**config.mk**
```make
export PLATFORM = sky130hd
export DESIGN_NAME = qspi_flash_target_flat
export DESIGN_NICKNAME = d
export VERILOG_FILES = /design/src/rtl/qspi_flash_target_if.sv /design/src/rtl/qspi_flash_target.sv /design/src/flat_wrapper.sv
export SDC_FILE = /design/constraint.sdc
export NUM_CORES = 1
export LEC_CHECK = 0
export ABC_AREA = 0
export CAP_MARGIN = 5
export CORE_AREA = 5 5 101 103
export DETAILED_ROUTE_END_ITERATION = 6
export DIE_AREA = 0 0 106 108
export PLACE_DENSITY = 0.64
export SLEW_MARGIN = 5
export SYNTH_ARGS = -nofsm -noshare
export SYNTH_HDL_FRONTEND = slang
export SYNTH_SLANG_ARGS = --single-unit
```
**constraint.sdc**
```tcl
create_clock -name spiclk -period 1.85 [get_ports spiclk]
set_input_delay 0.2775 -clock spiclk [delete_from_list [all_inputs] [get_ports spiclk]]
set_output_delay 0.2775 -clock spiclk [all_outputs]
set_load 0.01 [all_outputs]
```
**src/rtl/qspi_flash_target_if.sv**
```systemverilog
// Pin bundle between the quad-SPI initiator, the flash responder and its backing byte memory.
// The slave modport is the responder's view; the master modport is the initiator/memory side.
interface qspi_flash_target_if;
    logic        ss;
    logic        sck_en;
    logic [3:0]  io_in;
    logic [3:0]  io_out;
    logic        io_oe;
    logic        mem_rd;
    logic [23:0] mem_addr;
    logic [7:0]  mem_data;
    logic        xip_active;

    modport slave (
        input  ss, sck_en, io_in, mem_data,
        output io_out, io_oe, mem_rd, mem_addr, xip_active
    );

    modport master (
        output ss, sck_en, io_in, mem_data,
        input  io_out, io_oe, mem_rd, mem_addr, xip_active
    );
endinterface

```
**src/rtl/qspi_flash_target.sv**
```systemverilog
// Quad-SPI flash responder for Fast Read Quad I/O (EBh), serving bytes from a 1-cycle-latency memory port.
// Define QSPI_TGT_XIP_EN to let the mode byte latch continuous-read (XIP) mode.
module qspi_flash_target (
    input  logic                  spiclk,
    input  logic                  reset_n,
    qspi_flash_target_if.slave    bus
);

    typedef enum logic [2:0] {
        ST_IDLE   = 3'd0,
        ST_CMD    = 3'd1,
        ST_ADDR   = 3'd2,
        ST_MODE   = 3'd3,
        ST_DUMMY  = 3'd4,
        ST_DATA   = 3'd5,
        ST_IGNORE = 3'd6
    } state_t;

    state_t      state_r,    state_nx_s;
    logic [2:0]  cnt_r,      cnt_nx_s;
    logic [23:0] sh_r,       sh_nx_s;
    logic        xip_r,      xip_nx_s;
    logic [3:0]  lo_r,       lo_nx_s;
    logic        hi_phase_r, hi_phase_nx_s;
    logic [3:0]  io_out_r,   io_out_nx_s;
    logic        io_oe_r,    io_oe_nx_s;
    logic        mem_rd_r,   mem_rd_nx_s;
    logic [23:0] mem_addr_r, mem_addr_nx_s;
    logic [7:0]  byte_r;
    logic        rd_d_r;

    logic        spi_clk_s;
    logic [7:0]  cur_byte_s;
    logic [7:0]  cmd_byte_s;
    logic [23:0] addr_full_s;

    assign spi_clk_s   = bus.ss & bus.sck_en;
    // Read data is used straight off the port in its valid cycle, otherwise from the capture register.
    assign cur_byte_s  = rd_d_r ? bus.mem_data : byte_r;
    assign cmd_byte_s  = {sh_r[6:0], bus.io_in[0]};
    assign addr_full_s = {sh_r[19:0], bus.io_in};

    // Next-state and next-output logic for the transaction sequencer.
    always_comb begin
        state_nx_s    = state_r;
        cnt_nx_s      = cnt_r;
        sh_nx_s       = sh_r;
        xip_nx_s      = xip_r;
        lo_nx_s       = lo_r;
        hi_phase_nx_s = hi_phase_r;
        io_out_nx_s   = io_out_r;
        io_oe_nx_s    = io_oe_r;
        mem_rd_nx_s   = 1'b0;
        mem_addr_nx_s = mem_addr_r;

        if (!bus.ss) begin
            state_nx_s    = ST_IDLE;
            cnt_nx_s      = 3'd0;
            sh_nx_s       = 24'd0;
            hi_phase_nx_s = 1'b0;
            io_out_nx_s   = 4'd0;
            io_oe_nx_s    = 1'b0;
        end else if (spi_clk_s) begin
            case (state_r)
                ST_IDLE: begin
                    if (xip_r) begin
                        state_nx_s = ST_ADDR;
                        sh_nx_s    = {20'd0, bus.io_in};
                        cnt_nx_s   = 3'd1;
                    end else begin
                        state_nx_s = ST_CMD;
                        sh_nx_s    = {23'd0, bus.io_in[0]};
                        cnt_nx_s   = 3'd1;
                    end
                end
                ST_CMD: begin
                    if (cnt_r == 3'd7) begin
                        cnt_nx_s = 3'd0;
                        if (cmd_byte_s == 8'hEB) begin
                            state_nx_s = ST_ADDR;
                        end else begin
                            state_nx_s = ST_IGNORE;
                        end
                    end else begin
                        cnt_nx_s = cnt_r + 3'd1;
                        sh_nx_s  = {sh_r[22:0], bus.io_in[0]};
                    end
                end
                ST_ADDR: begin
                    sh_nx_s = addr_full_s;
                    if (cnt_r == 3'd5) begin
                        mem_rd_nx_s   = 1'b1;
                        mem_addr_nx_s = addr_full_s;
                        state_nx_s    = ST_MODE;
                        cnt_nx_s      = 3'd0;
                    end else begin
                        cnt_nx_s = cnt_r + 3'd1;
                    end
                end
                ST_MODE: begin
                    // First mode nibble lands in sh_r[3:0], so M[5:4] is sh_r[1:0] on the second clock.
                    sh_nx_s = addr_full_s;
                    if (cnt_r == 3'd0) begin
                        cnt_nx_s = 3'd1;
                    end else begin
`ifdef QSPI_TGT_XIP_EN
                        xip_nx_s = (sh_r[1:0] == 2'b10);
`else
                        xip_nx_s = 1'b0;
`endif
                        state_nx_s = ST_DUMMY;
                        cnt_nx_s   = 3'd0;
                    end
                end
                ST_DUMMY: begin
                    if (cnt_r == 3'd3) begin
                        io_out_nx_s   = cur_byte_s[7:4];
                        lo_nx_s       = cur_byte_s[3:0];
                        io_oe_nx_s    = 1'b1;
                        hi_phase_nx_s = 1'b1;
                        mem_rd_nx_s   = 1'b1;
                        mem_addr_nx_s = mem_addr_r + 24'd1;
                        state_nx_s    = ST_DATA;
                        cnt_nx_s      = 3'd0;
                    end else begin
                        cnt_nx_s = cnt_r + 3'd1;
                    end
                end
                ST_DATA: begin
                    // Placing a high nibble also prefetches the following byte, two SPI clocks ahead of use.
                    if (hi_phase_r) begin
                        io_out_nx_s   = lo_r;
                        hi_phase_nx_s = 1'b0;
                    end else begin
                        io_out_nx_s   = cur_byte_s[7:4];
                        lo_nx_s       = cur_byte_s[3:0];
                        hi_phase_nx_s = 1'b1;
                        mem_rd_nx_s   = 1'b1;
                        mem_addr_nx_s = mem_addr_r + 24'd1;
                    end
                end
                ST_IGNORE: begin
                    io_oe_nx_s = 1'b0;
                end
                default: begin
                    state_nx_s = ST_IDLE;
                    cnt_nx_s   = 3'd0;
                    io_oe_nx_s = 1'b0;
                end
            endcase
        end else begin
            state_nx_s = state_r;
        end
    end

    // State, datapath and output registers.
    always_ff @(posedge spiclk or negedge reset_n) begin
        if (!reset_n) begin
            state_r    <= ST_IDLE;
            cnt_r      <= 3'd0;
            sh_r       <= 24'd0;
            xip_r      <= 1'b0;
            lo_r       <= 4'd0;
            hi_phase_r <= 1'b0;
            io_out_r   <= 4'd0;
            io_oe_r    <= 1'b0;
            mem_rd_r   <= 1'b0;
            mem_addr_r <= 24'd0;
            byte_r     <= 8'd0;
            rd_d_r     <= 1'b0;
        end else begin
            state_r    <= state_nx_s;
            cnt_r      <= cnt_nx_s;
            sh_r       <= sh_nx_s;
            xip_r      <= xip_nx_s;
            lo_r       <= lo_nx_s;
            hi_phase_r <= hi_phase_nx_s;
            io_out_r   <= io_out_nx_s;
            io_oe_r    <= io_oe_nx_s;
            mem_rd_r   <= mem_rd_nx_s;
            mem_addr_r <= mem_addr_nx_s;
            byte_r     <= cur_byte_s;
            rd_d_r     <= mem_rd_r;
        end
    end

    assign bus.io_out     = io_out_r;
    assign bus.io_oe      = io_oe_r;
    assign bus.mem_rd     = mem_rd_r;
    assign bus.mem_addr   = mem_addr_r;
    assign bus.xip_active = xip_r;

endmodule

```
**src/flat_wrapper.sv**
```systemverilog
// flat-port wrapper written by rule: the top's interface ports become plain ports
module qspi_flash_target_flat 
  (spiclk, reset_n, bus_ss, bus_sck_en, bus_io_in, bus_mem_data, bus_io_out, bus_io_oe, bus_mem_rd, bus_mem_addr, bus_xip_active);
  qspi_flash_target_if bus_i ();
  input  logic spiclk;
  input  logic reset_n;
  input wire logic [$bits(bus_i.ss)-1:0] bus_ss;
  input wire logic [$bits(bus_i.sck_en)-1:0] bus_sck_en;
  input wire logic [$bits(bus_i.io_in)-1:0] bus_io_in;
  input wire logic [$bits(bus_i.mem_data)-1:0] bus_mem_data;
  output wire logic [$bits(bus_i.io_out)-1:0] bus_io_out;
  output wire logic [$bits(bus_i.io_oe)-1:0] bus_io_oe;
  output wire logic [$bits(bus_i.mem_rd)-1:0] bus_mem_rd;
  output wire logic [$bits(bus_i.mem_addr)-1:0] bus_mem_addr;
  output wire logic [$bits(bus_i.xip_active)-1:0] bus_xip_active;
  assign bus_i.ss = bus_ss;
  assign bus_i.sck_en = bus_sck_en;
  assign bus_i.io_in = bus_io_in;
  assign bus_i.mem_data = bus_mem_data;
  assign bus_io_out = bus_i.io_out;
  assign bus_io_oe = bus_i.io_oe;
  assign bus_mem_rd = bus_i.mem_rd;
  assign bus_mem_addr = bus_i.mem_addr;
  assign bus_xip_active = bus_i.xip_active;
  qspi_flash_target u_core (.spiclk(spiclk), .reset_n(reset_n), .bus(bus_i));
endmodule
```
## Word level (Yosys, flattened, before mapping)

Cells that the tools add are included.

| word-level totals | value |
|---|---|
| register bits | 70 |
| input bits | 16 |
| output and inout port bits | 31 |
| logic and storage cells | 96 |

| operators by class | value |
|---|---|
| add/sub/neg operators | 2 |
| equal/unequal tests | 23 |
| multiplexer cells | 45 |
| bitwise logic cells | 1 |
| reductions and logical operators | 14 |

Operator list:

| cell | number |
|---|---|
| 24-bit 2-to-1 mux | 3 |
| 24-bit case mux with 3 select lines | 1 |
| 20-bit 2-to-1 mux | 3 |
| 20-bit case mux with 3 select lines | 1 |
| 3-bit 2-to-1 mux | 12 |
| 3-bit case mux with 6 select lines | 2 |
| 24-bit by 1-bit adder with 24-bit output, second input constant | 1 |
| 4-bit 2-to-1 mux | 6 |
| 4-bit case mux with 2 select lines | 2 |
| 3-bit equality test, second input constant | 5 |
| 6-bit AND reduction | 2 |
| 1-bit 2-to-1 mux | 11 |
| 3-bit by 2-bit equality test with 1-bit output, second input constant | 3 |
| 3-bit by 2-bit inequality test with 1-bit output, second input constant | 3 |
| 3-bit AND reduction | 3 |
| 8-bit equality test, second input constant | 1 |
| 8-bit 2-to-1 mux | 1 |
| 3-bit logical NOT | 2 |
| 2-bit by 1-bit inequality test with 1-bit output, second input constant | 3 |
| 2-bit inequality test, second input constant | 3 |
| 3-bit inequality test, second input constant | 2 |
| 5-bit AND reduction | 1 |
| 5-bit OR reduction | 1 |
| 4-bit by 2-bit inequality test with 1-bit output, second input constant | 1 |
| other kinds (10) | 12 |

## Longest topological paths before layout

| logic depth | value |
|---|---|
| depth in word-level cells | 6 |
| gate-level depth with buffers | 11 |
| mapped depth without buffers | 8 |

## Least setup slack after synthesis

Ideal clock, no wire load.

| path | value |
|---|---|
| path kind | register to register |
| start | register u_core.cnt_r[0] |
| end | register u_core.mem_addr_r[20] (netlist: u_core.bus.mem_addr[20]) |
| setup time | 0.123 ns |
| data arrival time | 1.893 ns |
| data required time | 1.727 ns |
| path slack | -0.165 ns |
| cell stages (with the launch flop) | 9 |
| buffers on the path | 1 |
| period minus slack after synthesis | 2.015 ns |
| cell sequence | dfrtp_1 > ha_1 > nor3b_1 > o2111ai_2 > and2_1 > buf_2 > clkinv_2 > o21a_1 > o221a_2 |

| on the way | value |
|---|---|
| longest elaborated chain between the ends | 3 |
| elaborated cells between the ends (all ways) | 5 |
| those cells by class | 4 x eq/ne; 1 x reduce/logical |

RTL lines:

| what | line | source |
|---|---|---|
| start: declaration | qspi_flash_target.sv:20 | `logic [2:0] cnt_r, cnt_nx_s;` |
| start signal: assignment | qspi_flash_target.sv:173 | `cnt_r <= cnt_nx_s;` |
| 3-bit by 2-bit equality test with 1-bit output / 3-bit equality test (equally long branches) | qspi_flash_target.sv:116, qspi_flash_target.sv:91 |  |
| 2-bit by 1-bit inequality test with 1-bit output (no line) | n/a |  |
| 6-bit AND reduction (no line) * | n/a |  |
| end signal: assignment | qspi_flash_target.sv:181 | `mem_addr_r <= mem_addr_nx_s;` |
| end: declaration | qspi_flash_target.sv:28 | `logic [23:0] mem_addr_r, mem_addr_nx_s;` |

Every way passes the cells marked *; elsewhere a longest branch is shown, timed or not.
A chain may end at the register's enable or synchronous reset.

## Final worst setup path

| path | value |
|---|---|
| start | register u_core.cnt_r[1] |
| end | register u_core.mem_addr_r[21] (netlist: u_core.bus.mem_addr[21]) |

The elaborated chain is that of the path after synthesis.

==> flow_results.org <==
** Logic synthesis
- Yosys mapped the design onto between 50 and 60 distinct sky130hd cell types.
- Area fraction of the dominant cell type after synthesis :: between 40% and 50%
- Each instance of the synthesized netlist takes up on average 9.53 um^2.
- Sorting the synthesized cells by area gives the leading types as sky130_fd_sc_hd__dfrtp_1 46%, sky130_fd_sc_hd__nand2_1 4.8%, sky130_fd_sc_hd__o211a_1 4.7%.
- Number of flops mapped to enable cells by yosys :: 0
- Post-synth ARST share :: 100%
- Synthesis Warnings :: 0
- Top cell type by total area after synthesis :: sky130_fd_sc_hd__dfrtp_1
- Leading cell type by number of instances after synthesis :: sky130_fd_sc_hd__dfrtp_1
- Summing every instance area after synthesis gives 3850 um^2.
- Number of flip-flops and latches in the synthesized netlist :: 70
- For this run, the leading register cell type out of synthesis is sky130_fd_sc_hd__dfrtp_1.
- The commonest cells after synthesis are 70 x sky130_fd_sc_hd__dfrtp_1, 49 x sky130_fd_sc_hd__nand2_1, 26 x sky130_fd_sc_hd__a21oi_1, 22 x sky130_fd_sc_hd__o21ai_0.
- Sequential cells were found to cover 45.5% of the synthesized design area.
- The number of nets in the synthesized netlist is 426.
- Synthesized instance count :: 404

** GRT
- Largest net degree at the start of global routing :: 71
- The number of global-route vias before repair is 3475.
- Global-route wire length before repair :: 17.6 mm
- The total overflow left after global routing is 0.
- Number of antenna violations at the first check in global routing :: 0
- Global router's overall resource usage :: 19.0%

** Floorplanning
- Site row count :: 35
- Die area :: about 11000 um^2
- Initial Utilization :: between 40% and 50%
- Die width :: 106 um
- Top-level I/O count :: 47
- Die Y-Extent :: 108 um
- The core region is slightly above 9000 um^2.

** Timing
- The final number of max-transition violations is 0.
- After layout, the worst setup slack is -0.0214 ns.
- Fin crit period :: 1.87 ns
- Setup repair after global routing could not meet its margin everywhere.
- Worst Skew :: roughly 0.013 ns
- Fmax :: 0.534 GHz
- The count of endpoints failing hold in the final timing report came to 0.
- The tightest hold path in the finished design has a slack of 0.382 ns.
- Period utilization :: 101%
- Setup violations remaining at the end of the flow were counted as 9.

** Clock tree
- TritonCTS clock tree :: done
- The clock reaches the later pin of the worst-skew pair after 0.35 ns.
- Post-CTS clock slew at the launch and capture registers of the worst setup and hold paths :: approximately 0.090 ns
- Num Clock Sinks :: 70
- Clock root buffer :: sky130_fd_sc_hd__clkbuf_8
- TritonCTS created 9 clock buffers.
- The clock tree synthesis step divided the H-tree into 3 levels.
- Number of buffers on the longest clock path :: 2

** Worst setup path
- For flop-to-flop paths, the worst setup slack is -0.02 ns.
- The setup path with the least slack is of type reg -> reg.
- Maximum fanout along the worst path :: 6
- The worst register-to-register path begins at u_core.cnt_r[1]$_DFFE_PN0P_.
- The worst register-to-register path ends at u_core.bus.mem_addr[21]$_DFFE_PN0P_.
- Startpoint Class :: register
- Among all stages on the critical path, the largest delay is contributed by sky130_fd_sc_hd__or3b_4.
- Top cell family by delay on the critical path :: simple AND/OR/NAND/NOR gates
- Endpoint kind of the worst setup timing path :: register
- STA puts the critical path data required time at between 2 and 2.5 ns.
- For this run, the slowest stage of the critical path takes 0.44 ns.
- The most critical setup path has its endpoint at u_core.bus.mem_addr[21]$_DFFE_PN0P_.
- The critical path goes through inv_2 -> ha_4 -> nand4_1 -> or3b_4 -> and2_4 -> buf_6 -> a21oi_2 -> o221a_2.
- In this run the number of cells on the critical path is 8.
- Data on the critical path arrives at its endpoint at roughly 2.2 ns.
- The number of buffers and inverters on the critical path is 2.
- In this run the worst setup path begins at u_core.cnt_r[1]$_DFFE_PN0P_.
- R2R cell count :: 8

** Detailed routing
- 1st-pass router iterations :: 5
- Dividing the detail-routed via count by the number of cells gives 5.97.
- In this run, the number of DRC markers left after iteration 0 of detailed routing was 319.
- Routed wire length :: 11.0 mm
- Across all layers, the routed design uses 3639 vias.
- The detail route stage leaves a number of antenna-violating nets equal to 0.
- Number of design rule violations left after detail routing :: 0
- In the final routed layout, each cell accounts on average for 18.1 um.

** Flow run
- Maxcap violations :: 0

** Status
- The final reports fail on negative setup slack.
- The flow ran to the end, but the final reports show violations.

** Placement
- Pre-CTS setup slack :: -0.239 ns
- Summed over all nets, the half-perimeter wirelength after detailed placement is 7.14 mm.
- Routability congestion estimate :: 0.835
- Post-Place Cells :: 584
- Buffers placed on the I/O ports in this run total 45.

** Power and ir drop
- Leakage power figure :: 2.46 nW
- Power density normalized to cell area :: 622 nW/um^2
- Largest vdd supply drop :: 0.333 mV
- The design draws 3.27 mW.

** Final layout
- From synthesis to final layout, the design area changed by 36.5%.
- Final Net Count :: 516
- Antenna diode count :: 0
- Fraction of final layout cells with drive strength greater than 1 :: between 20 and 30%
- Leaving out filler cells and counting taps, the final layout contains 610.
- Number of fill cells in the layout :: 814

** Hold path
- Worst hold path class :: reg -> reg
[cell usage in the layout (no fill, tap or decap), drive strengths merged, types with 2 or more instances in the layout]
cell           count
a21oi             27
mux2i              5
mux2              16
o22ai              4
nand2             49
buf               60
a22oi             20
clkbuf            12
nor4               3
nor3b              2
nand4             15
a311oi             3
nand3             15
o22a               3
and2               3
clkinv             2
nor2b              8
o221a              6
a22o               4
ha                 6
a2bb2oi            4
and3               7
o21ai             22
nor3               5
dfrtp             70
clkdlybuf4s50     44
clkinvlp           2
a31oi             10
o211a             18
nor2              20
inv               15
[worst reg2reg max path: stages (launching register included)]
cell	delay, ns
sky130_fd_sc_hd__dfrtp_1	0.41
sky130_fd_sc_hd__inv_2	0.08
sky130_fd_sc_hd__ha_4	0.12
sky130_fd_sc_hd__nand4_1	0.13
sky130_fd_sc_hd__or3b_4	0.44
sky130_fd_sc_hd__and2_4	0.21
sky130_fd_sc_hd__buf_6	0.14
sky130_fd_sc_hd__a21oi_2	0.09
sky130_fd_sc_hd__o221a_2	0.19
[logic make-up after synthesis]
family	synth area share, %
AOI/OAI and AO/OA	24.8
adders and majority gates	1.95
buffers and inverters	4.84
DFF	45.5
muxes	5.98
other	0.0974
and+or+nand+nor	16.8
[worst min-delay path by stage]
stage | from | end | slack (ns) | depth (start not counted)
after global routing | u_core.bus.mem_rd$_DFF_PN0_ | u_core.rd_d_r$_DFF_PN0_ | 0.41 | 0
final | u_core.bus.mem_rd$_DFF_PN0_ | u_core.rd_d_r$_DFF_PN0_ | 0.38 | 0
after detailed placement | reset_n | u_core.cnt_r[1]$_DFFE_PN0P_ | 0.34 | 2
after floorplan | reset_n | u_core.bus.io_oe$_DFFE_PN0P_ | -0.02 | 0
after CTS | u_core.bus.mem_rd$_DFF_PN0_ | u_core.rd_d_r$_DFF_PN0_ | 0.39 | 0
after global placement | reset_n | u_core.cnt_r[0]$_DFFE_PN0P_ | 0.34 | 2
[state kept, by name (all words and copies together) (netlist names)]
name,cells
u_core.bus.mem_rd,1
u_core.lo_r,4
u_core.rd_d_r,1
u_core.byte_r,8
u_core.hi_phase_r,1
u_core.sh_r,20
u_core.bus.mem_addr,24
u_core.bus.io_oe,1
u_core.state_r,3
u_core.bus.io_out,4
u_core.cnt_r,3
[power breakdown]
group / leakage (nW) / switching, mW / internal, mW / total (mW)
Clock: 0.0907 / 0.683 / 0.519 / 1.20
Sequential: 0.958 / 0.0556 / 1.57 / 1.63
Combinational: 1.41 / 0.226 / 0.212 / 0.438
Total: 2.46 / 0.965 / 2.30 / 3.27
[final cells by class]
type | count | area [um^2] | area share (%)
Timing Repair Buffer | 108 | 1040 | 19.8
Inverter | 11 | 53.8 | 1.02
Tap cell | 111 | 139 | 2.64
Clock inverter | 7 | 63.8 | 1.21
Timing Repair inverter | 1 | 8.76 | 0.167
Multi-Input combinational cell | 293 | 2070 | 39.4
Sequential cell | 70 | 1750 | 33.3
Clock buffer | 9 | 124 | 2.36
[per-stage QoR]
stage | cell area [um^2] | setup TNS [ns] | utilization, %
global placement | 4830 | -4.87 | 53.0
global route | 5250 | -0.747 | 57.7
CTS | 5110 | -0.143 | 56.1
detailed placement | 4830 | -6.56 | 53.0
floorplan | 3930 | -0.231 | -
finish | 5250 | -0.110 | 57.7
[timing repair]
action	CTS	global route
cloned	2	3
resized for setup	13	15
endpoints found under the hold margin	70	0
endpoints found under the setup margin	17	27
pin swaps	2	6
setup buffers	4	1
hold buffers	1	0
[routing by layer]
| layer | vias to the layer above | track usage, % | wire length [um] |
|---|---|---|---|
| li1 | 1695 | - | - |
| met1 | 1802 | 26.5 | 5080 |
| met2 | 126 | 30.6 | 5220 |
| met3 | 16 | 3.04 | 579 |
| met4 | 0 | 5.55 | 141 |
| met5 | - | 0 | 0 |
Power figures use the tool's default switching activity.
